File: src/rtl/gol_pkg.sv
// Shared encodings for the Game-of-Life engine: top-level mode codes,
// engine sequencer states and the per-cell birth/survival rule.
package gol_pkg;

    localparam logic [1:0] ST_IDLE    = 2'b00;
    localparam logic [1:0] ST_PROGRAM = 2'b01;
    localparam logic [1:0] ST_RUN     = 2'b10;
    localparam logic [1:0] ST_HOLD    = 2'b11;

    typedef enum logic [1:0] {
        S_IDLE   = 2'd0,
        S_ROW    = 2'd1,
        S_COMMIT = 2'd2
    } eng_state_e;

    // n is the live-neighbour count (0..8) of a cell whose current value is alive.
    function automatic logic cell_next(input logic [3:0] n, input logic alive);
        return alive ? ((n == 4'd2) || (n == 4'd3)) : (n == 4'd3);
    endfunction

endpackage

File: src/rtl/life_row_next.sv
// Combinational next-generation of one grid row, given the rows above and below.
// Column edges are either dead or wrapped; row-edge handling belongs to the caller.
module life_row_next
    import gol_pkg::*;
#(
    parameter int COLS = 8
) (
    input  logic [COLS-1:0] above_i,
    input  logic [COLS-1:0] cur_i,
    input  logic [COLS-1:0] below_i,
    input  logic            wrap_i,
    output logic [COLS-1:0] next_o
);

    for (genvar c = 0; c < COLS; c++) begin : g_cell
        localparam int CL = (c == 0) ? COLS - 1 : c - 1;
        localparam int CR = (c == COLS - 1) ? 0 : c + 1;

        logic       l_ok;
        logic       r_ok;
        logic [3:0] n;

        // Wrapped column neighbours only count in toroidal mode.
        assign l_ok = (c != 0) || wrap_i;
        assign r_ok = (c != COLS - 1) || wrap_i;

        assign n = 4'(above_i[CL] & l_ok) + 4'(above_i[c]) + 4'(above_i[CR] & r_ok)
                 + 4'(cur_i[CL] & l_ok)                     + 4'(cur_i[CR] & r_ok)
                 + 4'(below_i[CL] & l_ok) + 4'(below_i[c]) + 4'(below_i[CR] & r_ok);

        assign next_o[c] = cell_next(n, cur_i[c]);
    end

endmodule

File: src/rtl/life_engine_param.sv
// ROWS x COLS Game-of-Life engine: programmable grid, row-serial generation into a
// shadow buffer with an atomic commit, generation counter and stable/extinct flags.
module life_engine_param
    import gol_pkg::*;
#(
    parameter int ROWS  = 8,
    parameter int COLS  = 8,
    parameter int GEN_W = 16
) (
    input  logic                          clka,
    input  logic                          stop,
    input  logic [1:0]                    state,
    input  logic                          btn0,
    input  logic                          btn1,
    input  logic                          step,
    input  logic                          wrap_mode,
    output logic [ROWS*COLS-1:0]          grid,
    output logic [$clog2(ROWS*COLS)-1:0]  prog_idx,
    output logic                          busy,
    output logic                          gen_done,
    output logic [GEN_W-1:0]              gen_count,
    output logic                          stable,
    output logic                          extinct
);

    localparam int N     = ROWS * COLS;
    localparam int IDX_W = $clog2(N);
    localparam int RW    = $clog2(ROWS);

    logic [N-1:0]     grid_q;
    logic [N-1:0]     shadow_q;
    logic [IDX_W-1:0] idx_q;
    logic [IDX_W-1:0] idx_d;
    logic [RW-1:0]    row_q;
    logic [GEN_W-1:0] gen_q;
    eng_state_e       eng_q;
    logic             busy_q;
    logic             done_q;
    logic             stable_q;
    logic             extinct_q;

    int               row_i;
    logic [COLS-1:0]  above;
    logic [COLS-1:0]  cur;
    logic [COLS-1:0]  below;
    logic [COLS-1:0]  next_row;

    // Neighbour rows of the row being computed; off-grid rows are dead unless wrapping.
    always_comb begin
        row_i = int'(row_q);
        cur   = grid_q[row_i*COLS +: COLS];
        above = '0;
        below = '0;
        if (row_i > 0)
            above = grid_q[(row_i-1)*COLS +: COLS];
        else if (wrap_mode)
            above = grid_q[(ROWS-1)*COLS +: COLS];
        if (row_i < ROWS - 1)
            below = grid_q[(row_i+1)*COLS +: COLS];
        else if (wrap_mode)
            below = grid_q[0 +: COLS];
    end

    life_row_next #(.COLS(COLS)) u_row_next (
        .above_i (above),
        .cur_i   (cur),
        .below_i (below),
        .wrap_i  (wrap_mode),
        .next_o  (next_row)
    );

    assign idx_d = (idx_q == IDX_W'(N - 1)) ? '0 : idx_q + 1'b1;

    always_ff @(posedge clka) begin
        if (stop) begin
            grid_q    <= '0;
            shadow_q  <= '0;
            idx_q     <= '0;
            row_q     <= '0;
            gen_q     <= '0;
            eng_q     <= S_IDLE;
            busy_q    <= 1'b0;
            done_q    <= 1'b0;
            stable_q  <= 1'b0;
            extinct_q <= 1'b0;
        end else begin
            case (state)
                ST_IDLE: begin
                    grid_q    <= '0;
                    idx_q     <= '0;
                    gen_q     <= '0;
                    stable_q  <= 1'b0;
                    extinct_q <= 1'b0;
                    eng_q     <= S_IDLE;
                    busy_q    <= 1'b0;
                    done_q    <= 1'b0;
                end
                ST_PROGRAM: begin
                    // Any in-flight generation is abandoned; the shadow is simply never committed.
                    eng_q  <= S_IDLE;
                    busy_q <= 1'b0;
                    done_q <= 1'b0;
                    if (btn1 && !btn0) begin
                        grid_q[idx_q] <= 1'b1;
                        idx_q         <= idx_d;
                    end else if (btn0 && !btn1) begin
                        grid_q[idx_q] <= 1'b0;
                        idx_q         <= idx_d;
                    end
                end
                ST_RUN: begin
                    case (eng_q)
                        S_IDLE: begin
                            done_q <= 1'b0;
                            if (step) begin
                                row_q  <= '0;
                                busy_q <= 1'b1;
                                eng_q  <= S_ROW;
                            end
                        end
                        S_ROW: begin
                            shadow_q[row_i*COLS +: COLS] <= next_row;
                            if (row_q == RW'(ROWS - 1)) begin
                                eng_q  <= S_COMMIT;
                                done_q <= 1'b1;
                            end else begin
                                row_q <= row_q + 1'b1;
                            end
                        end
                        S_COMMIT: begin
                            grid_q    <= shadow_q;
                            done_q    <= 1'b0;
                            busy_q    <= 1'b0;
                            stable_q  <= (shadow_q == grid_q);
                            extinct_q <= (shadow_q == '0);
                            if (gen_q != {GEN_W{1'b1}})
                                gen_q <= gen_q + 1'b1;
                            eng_q     <= S_IDLE;
                        end
                        default: begin
                            eng_q  <= S_IDLE;
                            busy_q <= 1'b0;
                            done_q <= 1'b0;
                        end
                    endcase
                end
                ST_HOLD: begin
                    // Everything freezes, including a partially built shadow.
                end
                default: ;
            endcase
        end
    end

    assign grid      = grid_q;
    assign prog_idx  = idx_q;
    assign busy      = busy_q;
    assign gen_done  = done_q;
    assign gen_count = gen_q;
    assign stable    = stable_q;
    assign extinct   = extinct_q;

endmodule

File: config.mk
export PLATFORM = sky130hd
export DESIGN_NAME = life_engine_param
export DESIGN_NICKNAME = d
export VERILOG_FILES = /design/src/rtl/gol_pkg.sv /design/src/rtl/life_row_next.sv /design/src/rtl/life_engine_param.sv
export SDC_FILE = /design/constraint.sdc
export NUM_CORES = 1
export LEC_CHECK = 0
export CAP_MARGIN = 0
export CORE_MARGIN = 2
export CORE_UTILIZATION = 55
export DETAILED_ROUTE_END_ITERATION = 12
export PLACE_DENSITY = 0.76
export SYNTH_ARGS = -nofsm -noshare
export SYNTH_HDL_FRONTEND = slang
export SYNTH_SLANG_ARGS = --single-unit
File: constraint.sdc
create_clock -name clka -period 8.63 [get_ports clka]
set_input_delay 1.726 -clock clka [delete_from_list [all_inputs] [get_ports clka]]
set_output_delay 1.726 -clock clka [all_outputs]
set_load 0.05 [all_outputs]
; ---- Word level (Yosys, flattened, before mapping)
; Cells that the tools add are included.
[word_totals]
register_bits = 159
input_bits = 8
output_inout_bits = 90
elab_cells = 196
[classes]
n_addsub = 62
n_lt_le_gt_ge = 4
n_eq_ne = 32
shift = 5
mux = 43
bitwise = 9
reduce_logical = 31
[op_table]
columns = operator, count
row1 = 2-to-1 mux 64 bit, 3
row2 = one-hot mux 64 bit (3 select lines), 1
row3 = adder 4 x 1 -> 4 bit, 44
row4 = variable part select 64 x 7 -> 8 bit, 2
row5 = bitwise AND 64 bit, 1
row6 = bitwise mux 64 bit, 1
row7 = == test 4 x 2 -> 1 bit (second input constant), 16
row8 = == test 64 bit, 1
row9 = logical NOT 64 bit, 1
row10 = NOT 64 bit, 1
row11 = bitwise OR 64 bit, 1
row12 = variable shift 8 x 33 -> 64 bit (first input constant), 1
row13 = variable part select 64 x 8 -> 8 bit, 1
row14 = variable part select 8 x 33 -> 64 bit, 1
row15 = negation 6 -> 33 bit, 1
row16 = 2-to-1 mux 16 bit, 2
row17 = 2-to-1 mux 8 bit, 4
row18 = one-hot mux 16 bit (2 select lines), 1
row19 = 2-to-1 mux 6 bit, 3
row20 = adder 16 x 1 -> 16 bit (second input constant), 1
row21 = inequality test 16 bit (second input constant), 1
row22 = adder 1 x 1 -> 2 bit, 7
row23 = 2-to-1 mux 1 bit, 14
row24 = one-hot mux 6 bit (2 select lines), 1
row25 = other kinds (34), 76

; ---- Longest topological paths before layout
; Gate-level depths: netlist of the first run.
[depth]
ltp_word = 16
depth_mapped = 23
mapped_depth_nobuf = 19

; ---- Cells and area by module
; A second synthesis of the first run with hierarchy kept.
[unflattened]
hier_cells = 1584
area_unflattened_um2 = 12219.2
[by_module_without_submodules]
columns = mod, instances, cells_per_inst, area_per_inst_um2, seq_area_each_um2
row1 = life_engine_param, 1, 1431, 10827.9, 3183.1
row2 = life_row_next, 1, 153, 1391.3, 0.0

; ---- Least setup slack after synthesis of the first run
; No wires, ideal clock.
[synth_timing]
path_kind = reg-to-reg
startpoint = reg row_q[1]
endpoint = reg shadow_q[0]
setup_time_ns = 0.065
t_arrival_ns = 5.370
t_required_ns = 8.565
setup_slack_ns = 3.194
path_stages_with_launch = 22
n_path_buf = 4
period_less_slack_ns = 5.436
cell_sequence = dfxtp_1 > buf_4 > buf_2 > clkinv_1 > ha_1 > ha_1 > clkbuf_1 > buf_2 > mux2i_1 > o21ai_1 > and2_1 > fa_1 > inv_1 > fa_1 > inv_1 > fa_1 > ha_1 > fa_1 > or2_2 > a221oi_4 > mux2i_1 > nor2_1
[synth_between]
elab_chain_cells = 16
word_cells_on_any_way = 107
classes_between = 59 x add/sub / 2 x order compare / 16 x eq/ne / 5 x shift / 11 x mux / 6 x bitwise / 8 x reduce/logical
[synth_rtl]
columns = element, line
row1 = start: declaration, life_engine_param.sv:34  ; logic [RW-1:0] row_q;
row2 = start signal: assignment, life_engine_param.sv:127  ; row_q <= row_q + 1'b1;
row3 = subtractor 3 x 1 -> 4 bit, life_engine_param.sv:55  ; above = grid_q[(row_i-1)*COLS +: COLS];
row4 = variable part select 64 x 7 -> 8 bit, life_engine_param.sv:55
row5 = 2-to-1 mux 8 bit, life_engine_param.sv:54  ; if (row_i > 0)
row6 = bitwise AND 1 bit, life_row_next.sv:27  ; assign n = 4'(above_i[CL] & l_ok) + 4'(above_i[c]) + 4'(above_i[CR] & r_ok)
row7 = adder 4 x 1 -> 4 bit (2 in a row), life_row_next.sv:27
row8 = adder 4 bit, life_row_next.sv:28  ; + 4'(cur_i[CL] & l_ok) + 4'(cur_i[CR] & r_ok)
row9 = adder 4 x 1 -> 4 bit, life_row_next.sv:28
row10 = adder 4 bit, life_row_next.sv:29  ; + 4'(below_i[CL] & l_ok) + 4'(below_i[c]) + 4'(below_i[CR] & r_ok);
row11 = adder 4 x 1 -> 4 bit (2 in a row), life_row_next.sv:29
row12 = == test 4 x 2 -> 1 bit, gol_pkg.sv:18  ; return alive ? ((n == 4'd2) || (n == 4'd3)) : (n == 4'd3);
row13 = logical OR 1 bit, gol_pkg.sv:18
row14 = 2-to-1 mux 1 bit, gol_pkg.sv:18
row15 = variable part select 8 x 33 -> 64 bit, life_engine_param.sv:122  ; shadow_q[row_i*COLS +: COLS] <= next_row;
row16 = bitwise mux 64 bit (*), life_engine_param.sv:122
row17 = end signal: indexed assignment, life_engine_param.sv:122
row18 = end: declaration, life_engine_param.sv:31  ; logic [N-1:0] shadow_q;
; Mark *: on every way between the ends. The rest lies on a longest branch, timed or not.
; A chain may end at the register's enable or synchronous reset.

; ---- Worst setup path after layout of the first run
[layout_timing]
startpoint = reg row_q[1]
endpoint = reg shadow_q[50]
; The elaborated chain is that of the path after synthesis.

==> results.py, run 1 <==
metrics = {
    "finish": {
        "multi_input_comb_area_mm2": 0.00831,
        "drive_above_1_share": 0.0966,
        "fillers": 1930,
        "final_core_util": 0.631,
        "fin_cells": 1792,
        "area.sequential_mm2": 0.00319,
        "antennaDiodeCount": 0,
        "area_delta_synth_final_pct": 12.8,
        "fin_nets": 1576,
    },
    "floorplanning": {
        "chipHeight_um": 153,
        "rows": 54,
        "placeableCoreArea_mm2": 0.0218,
        "die_area_mm2": 0.0234,
        "start_util": 0.560,
        "die_w_um": 153,
        "num_io_pins": 98,
    },
    "grt": {
        "overflow": 0,
        "grt_pass1_wl_mm": 70.4,
        "first_global_vias": 11684,
        "grt_max_degree": 104,
        "gr-usage-all-layers": 0.390,
        "antenna_found_initial": 3,
    },
    "placed_design": {
        "port_buffers": 97,
        "placedCellCount": 1760,
        "post-dp-hpwl_mm": 32.7,
        "gp_congestion": 1.04,
    },
    "drt": {
        "vias": 12442,
        "drt_iter0_markers": 1831,
        "routed_wirelength_mm": 45.9,
        "ant_nets": 0,
        "drc": 0,
        "vias_per_cell": 6.94,
        "drt_pass1_iterations": 7,
        "wl_per_cell_um": 25.6,
    },
    "sta": {
        "fin_crit_sh": 0.773,
        "rsz0062_at_grt": "no",
        "holdWs_ns": 0.479,
        "finalMaxSlewViolations": 0,
        "slew-limit-headroom": 0.229,
        "setup_viol": 0,
        "hold_violations": 0,
        "finalSetupTns_ns": 0,
        "period_minus_slack_ns": 6.67,
        "worst_pin_slew_ns": 1.16,
        "fin_skew_ns": 0.00985,
        "fmax_mhz": 150,
    },
    "synth": {
        "syn_nets": 1555,
        "seq_area_frac_synth": 0.261,
        "synthArstFlopShare": 0,
        "synth_xor_area_frac": 0.0488,
        "ys_types": 73,
        "synth-main-ff-cell": "dfxtp_1",
        "synth.area.mux_share": 0.109,
        "syn_area_mm2": 0.0122,
        "yosys_warnings": 0,
        "ys_ff_latch": 159,
        "syn_area_per_cell_um2": 8.26,
        "synthAdderAreaFrac": 0.0904,
        "yosys.area.top_type": "dfxtp_1",
        "synth_edf_count": 0,
        "synth_top_family_by_area": "simple AND/OR/NAND/NOR gates",
        "synth_area_leaders": "dfxtp_1, mux4_2, a21oi_1",
        "yosys.area_share.simple": 0.234,
        "synth_compound_area_frac": 0.196,
        "postSynthCellCount": 1478,
        "synth_top_area_frac": 0.261,
    },
    "setup_path": {
        "critical_path.max_stage_delay_ns": 1.03,
        "crit_top_cell": "fa_1",
        "critPathKind": "reg -> reg",
        "crit_slowest_cell": "ha_1",
        "worstPathArrival_ns": 7.05,
        "worstReg2RegStart": "row_q[1]",
        "crit_start": "row_q[1]",
        "cp_max_fo": 38,
        "path_cells": "buf_4 -> clkinv_1 -> ha_1 -> mux4_2 -> mux2i_1 -> o21ai_0 -> ha_1 -> inv_1 -> fa_1 -> fa_1 -> fa_1 -> fa_1 -> nor2_1 -> a31oi_1 -> a311oi_4 -> a22oi_1 -> nor2_1",
        "start_kind": "register",
        "required_ns": 9.00,
        "end_kind": "register",
    },
    "job": {
        "cap_viol_max_count": 0,
    },
    "clock_network": {
        "clock_sinks": 159,
        "clockBufferDepth": 2,
        "post_cts_buffers": 0,
        "clock_latency_ns": 0.45,
        "cts-root-buf": "clkbuf_16",
        "cts_hold_buf": 0,
        "htreeDepth": 4,
        "cts_tree": "yes",
        "ctsResizeCount": 0,
        "clk_pin_slew_ns": 0.07,
        "cts_buffers": 17,
    },
    "power_and_ir_drop": {
        "totalPowerFinal_mw": 1.62,
        "power_density_mw_per_mm2": 118,
        "peakVddDrop_mv": 0.132,
        "static-leakage-power_nw": 4.80,
    },
    "min_path": {
        "hold_path_class": "reg -> reg",
        "hp-start": "extinct",
    },
    "outcome": {
        "outcome": "finished, final reports clean",
    },
}
## synth_stat cells (4+ instances only)
| master | instances |
|---|---|
| nor2_2 | 6 |
| buf_4 | 5 |
| dfxtp_1 | 159 |
| nor2b_1 | 9 |
| and4_1 | 5 |
| or3_1 | 6 |
| nand3_1 | 87 |
| nor3b_2 | 6 |
| o21ai_1 | 57 |
| nand4_2 | 5 |
| and3_1 | 9 |
| nand3b_1 | 7 |
| buf_2 | 25 |
| and3b_1 | 8 |
| a31o_1 | 4 |
| mux2i_1 | 30 |
| clkbuf_1 | 57 |
| or2_2 | 5 |
| ha_1 | 37 |
| buf_1 | 15 |
| and2_1 | 72 |
| xor2_1 | 4 |
| mux2i_4 | 6 |
| nor3_1 | 10 |
| a21oi_1 | 154 |
| nand2_1 | 120 |
| nand4_1 | 27 |
| a221oi_4 | 5 |
| nor2_1 | 102 |
| inv_1 | 59 |
| a22oi_1 | 48 |
| fa_1 | 32 |
| a31oi_1 | 4 |
| nor4_1 | 21 |
| o21ai_0 | 99 |
| xnor2_1 | 64 |
| mux4_2 | 39 |
| nand2b_1 | 10 |
## critical path: cells and delay by family, from the launching register on
| kind | cells | cell delay, ns |
|---|---|---|
| fa+ha+maj | 6 | 3.21 |
| simple gates | 2 | 0.22 |
| mux | 2 | 0.44 |
| buf+inv | 3 | 0.94 |
| flops | 1 | 0.32 |
| compound gates | 4 | 1.46 |
## placed cells by master, fill, tap and decap left out, types with 30 or more instances in the layout
| cell | Yosys | final |
|---|---|---|
| o21ai_1 | 57 | 57 |
| ha_1 | 37 | 36 |
| inv_1 | 59 | 58 |
| o21ai_0 | 99 | 99 |
| nand3_1 | 87 | 87 |
| nor2_1 | 102 | 102 |
| clkdlybuf4s50_1 | 0 | 96 |
| a21oi_1 | 154 | 154 |
| fa_1 | 32 | 32 |
| xnor2_1 | 64 | 64 |
| dfxtp_1 | 159 | 158 |
| a22oi_1 | 48 | 48 |
| and2_1 | 72 | 72 |
| nand2_1 | 120 | 120 |
| mux2i_1 | 30 | 30 |
| mux4_2 | 39 | 39 |
## report_power, final
part / internal [mW] / switching (mW) / leakage, nW
combinational: 0.0177 / 0.0711 / 3.22
sequential: 0.734 / 0.00225 / 1.28
clock: 0.430 / 0.368 / 0.302
total: 1.18 / 0.441 / 4.80
## layout make-up
cell class / count / share of cell area
clock buffer: 19 / 0.0329
timing repair buffer: 108 / 0.0763
sequential: 159 / 0.231
tap: 280 / 0.0254
clock inverter: 13 / 0.0118
multi-input combinational: 1150 / 0.603
inverter: 63 / 0.0192
## metal layers
layer  routed length (um)  up-vias  part of all wire  global-route usage
li1                     -     5327                 -                   -
met1                17100     5860              0.37               0.504
met2                19200      966              0.42               0.578
met3                 6150      285              0.13               0.119
met4                 3430        4             0.075               0.229
met5                   26        -           0.00057                   0
## worst paths after layout
check                      end  slack, ns  depth (start not counted)
setup / recovery  shadow_q[50]       1.96                         17
hold / removal         extinct       0.48                          2
setup reg to reg  shadow_q[50]       1.96                         17
hold reg to reg        extinct       0.48                          2
## kinds of logic (layout without fill, tap and decap cells)
group | after synthesis | count (layout)
compound gates | 399 | 399
mux | 77 | 77
fa+ha+maj | 69 | 69
flops | 159 | 159
xor+xnor | 68 | 68
simple gates | 537 | 537
buf+inv | 169 | 203
## stage by stage
stage	setup slack [ns]	area, um^2
2_1_floorplan	3.19	12200
3_3_place_gp	2.03	13200
3_5_place_dp	1.92	13200
4_1_cts	1.99	13800
5_1_grt	1.55	13800
6_report	1.96	13800
## state kept, by name, summed over array words and instances, names as in the netlist
name	cells
eng_q	2
prog_idx	6
shadow_q	64
busy	1
grid	64
row_q	3
extinct	1
gen_done	1
stable	1
gen_count	16
Note: power is estimated with default switching activity, not from simulation.
==> inputs of run 2 (changes only) <==
clock period = 6.4 ns   (was 8.63 ns; I/O delays follow)
==> run 2 against run 1 <==
  * Clock skew about the same
  * Clock-buffer cell count is 2 lower
  * Cell area increased by 0.60%
  * Via count down 1.7%
  * Sequential power increased by 35%
  * Power is 36% higher
  * First-iteration DRC count is 1.1% higher
  * Worst setup slack got worse by 1.3 ns
  * Non-clock buffer count rose by 9
  * Sequential share of layout area fell by 0.14 points
  * Die area did not move
==> results.py, run 2 (synthesis results as in run 1) <==
metrics = {
    "setup_path": {
        "required_ns": 6.77,
        "start_kind": "register",
        "worstPathArrival_ns": 6.11,
        "critPathKind": "reg -> reg",
        "end_kind": "register",
        "path_cells": "inv_4 -> ha_1 -> buf_4 -> mux4_2 -> mux2i_1 -> o21ai_0 -> inv_1 -> fa_1 -> inv_1 -> fa_1 -> fa_1 -> ha_1 -> fa_1 -> or2_2 -> a221oi_4 -> a22oi_1 -> nor2_1",
        "critical_path.max_stage_delay_ns": 0.58,
        "crit_top_cell": "fa_1",
        "cp_max_fo": 27,
        "crit_slowest_cell": "dfxtp_4",
    },
    "drt": {
        "drt_iter0_markers": 1852,
        "ant_nets": 0,
        "vias_per_cell": 6.79,
        "drt_pass1_iterations": 6,
        "wl_per_cell_um": 25.8,
        "vias": 12231,
        "routed_wirelength_mm": 46.4,
        "drc": 0,
    },
    "power_and_ir_drop": {
        "p_sw_frac": 0.268,
        "power_density_mw_per_mm2": 159,
        "p_int_mw": 1.61,
        "seq_power_share": 0.450,
        "combPwrFrac": 0.056,
        "peakVddDrop_mv": 0.191,
        "p_switching_uw": 591,
        "static-leakage-power_nw": 4.85,
        "totalPowerFinal_mw": 2.20,
        "p_clk_frac": 0.494,
    },
    "sta": {
        "period_minus_slack_ns": 5.75,
        "finalSetupTns_ns": 0,
        "rsz0062_at_grt": "no",
        "finalMaxSlewViolations": 0,
        "setup_viol": 0,
        "hold_violations": 0,
        "slew-limit-headroom": 0.258,
        "layout_setup_ws_ns": 0.655,
        "fin_skew_ns": 0.0103,
        "fin_crit_sh": 0.898,
        "fmax_mhz": 174,
        "worst_pin_slew_ns": 1.11,
    },
    "floorplanning": {
        "start_util": 0.560,
        "placeableCoreArea_mm2": 0.0218,
        "die_w_um": 153,
        "die_area_mm2": 0.0234,
        "rows": 54,
        "num_io_pins": 98,
        "chipHeight_um": 153,
    },
    "grt": {
        "gr-usage-all-layers": 0.393,
        "grt_max_degree": 105,
        "antenna_found_initial": 2,
        "first_global_vias": 11379,
        "overflow": 0,
        "grt_pass1_wl_mm": 70.3,
    },
    "clock_network": {
        "cts_hold_buf": 0,
        "clk_pin_slew_ns": 0.07,
        "clockBufferDepth": 2,
        "clock_latency_ns": 0.44,
        "post_cts_buffers": 0,
        "clock_sinks": 159,
        "htreeDepth": 4,
        "ctsResizeCount": 0,
        "cts-root-buf": "clkbuf_16",
        "cts_tree": "yes",
        "cts_buffers": 17,
    },
    "finish": {
        "multi_input_comb_area_mm2": 0.00831,
        "fin_nets": 1585,
        "area.sequential_mm2": 0.00319,
        "final_cell_mix": "dfxtp_1, a21oi_1, nand2_1",
        "drive_above_1_share": 0.102,
        "fillers": 1885,
        "area_delta_synth_final_pct": 13.5,
        "final_common_cell": "dfxtp_1",
    },
    "job": {
        "cap_viol_max_count": 0,
    },
    "placed_design": {
        "gp_congestion": 1.04,
        "post-dp-hpwl_mm": 33.6,
        "dpl_worst_slack_ns": 0.531,
        "port_buffers": 97,
    },
    "min_path": {
        "hold_path_class": "reg -> reg",
    },
    "outcome": {
        "outcome": "finished, final reports clean",
    },
}
==> run 2: worst max-delay path: cells and delay by family, from the launching register on <==
family / cells / cell delay, ns
AO/OA/AOI/OAI: 3 / 0.86
adder cells (fa/ha/maj): 6 / 2.45
buffers and inverters: 4 / 0.63
flip-flops: 1 / 0.58
multiplexers: 2 / 0.68
AND/OR/NAND/NOR: 2 / 0.44
==> run 2: area by class of cell <==
| cell class | instances | area share |
|---|---|---|
| clock inverter | 15 | 0.0146 |
| multi-input combinational | 1150 | 0.600 |
| clock buffer | 17 | 0.0307 |
| inverter | 63 | 0.0191 |
| tap | 280 | 0.0253 |
| timing repair buffer | 117 | 0.0807 |
| sequential | 159 | 0.230 |
| antenna | 1 | 0.000181 |
==> run 2: power groups by stage <==
stage                     Combinational [mW]  Clock, mW  Sequential, mW
final                                  0.123       1.09           0.992
after global routing                   0.128       1.13           0.992
after CTS                              0.118       1.09           0.992
after detailed placement               0.118          0            1.02
after global placement                 0.118          0            1.02
after floorplan                       0.0791          0            1.02
==> run 2: through the flow <==
stage	utilization	std cells	cell area (um^2)	hold WS, ns
global placement	0.606	1769	13200	0.463
detailed placement	0.606	1769	13200	0.459
finish	0.635	1802	13900	0.468
floorplan	-	1478	12200	0.516
CTS	0.635	1801	13900	0.471
global route	0.635	1801	13900	0.510
==> run 2: path summary, 6_finish.rpt <==
path                            startpoint           end  slack, ns  cells after the start
worst max-delay path              row_q[0]  shadow_q[62]       0.65                     17
worst min-delay path               extinct       extinct       0.47                      2
worst max register to register    row_q[0]  shadow_q[62]       0.65                     17
worst min register to register     extinct       extinct       0.47                      2
==> run 2: metal layers <==
| layer | vias to the layer above | track usage | share of wire |
|---|---|---|---|
| met3 | 221 | 0.116 | 0.12 |
| met1 | 5746 | 0.519 | 0.38 |
| li1 | 5344 | - | - |
| met2 | 918 | 0.580 | 0.43 |
| met5 | - | 0 | 0.00024 |
| met4 | 2 | 0.211 | 0.063 |
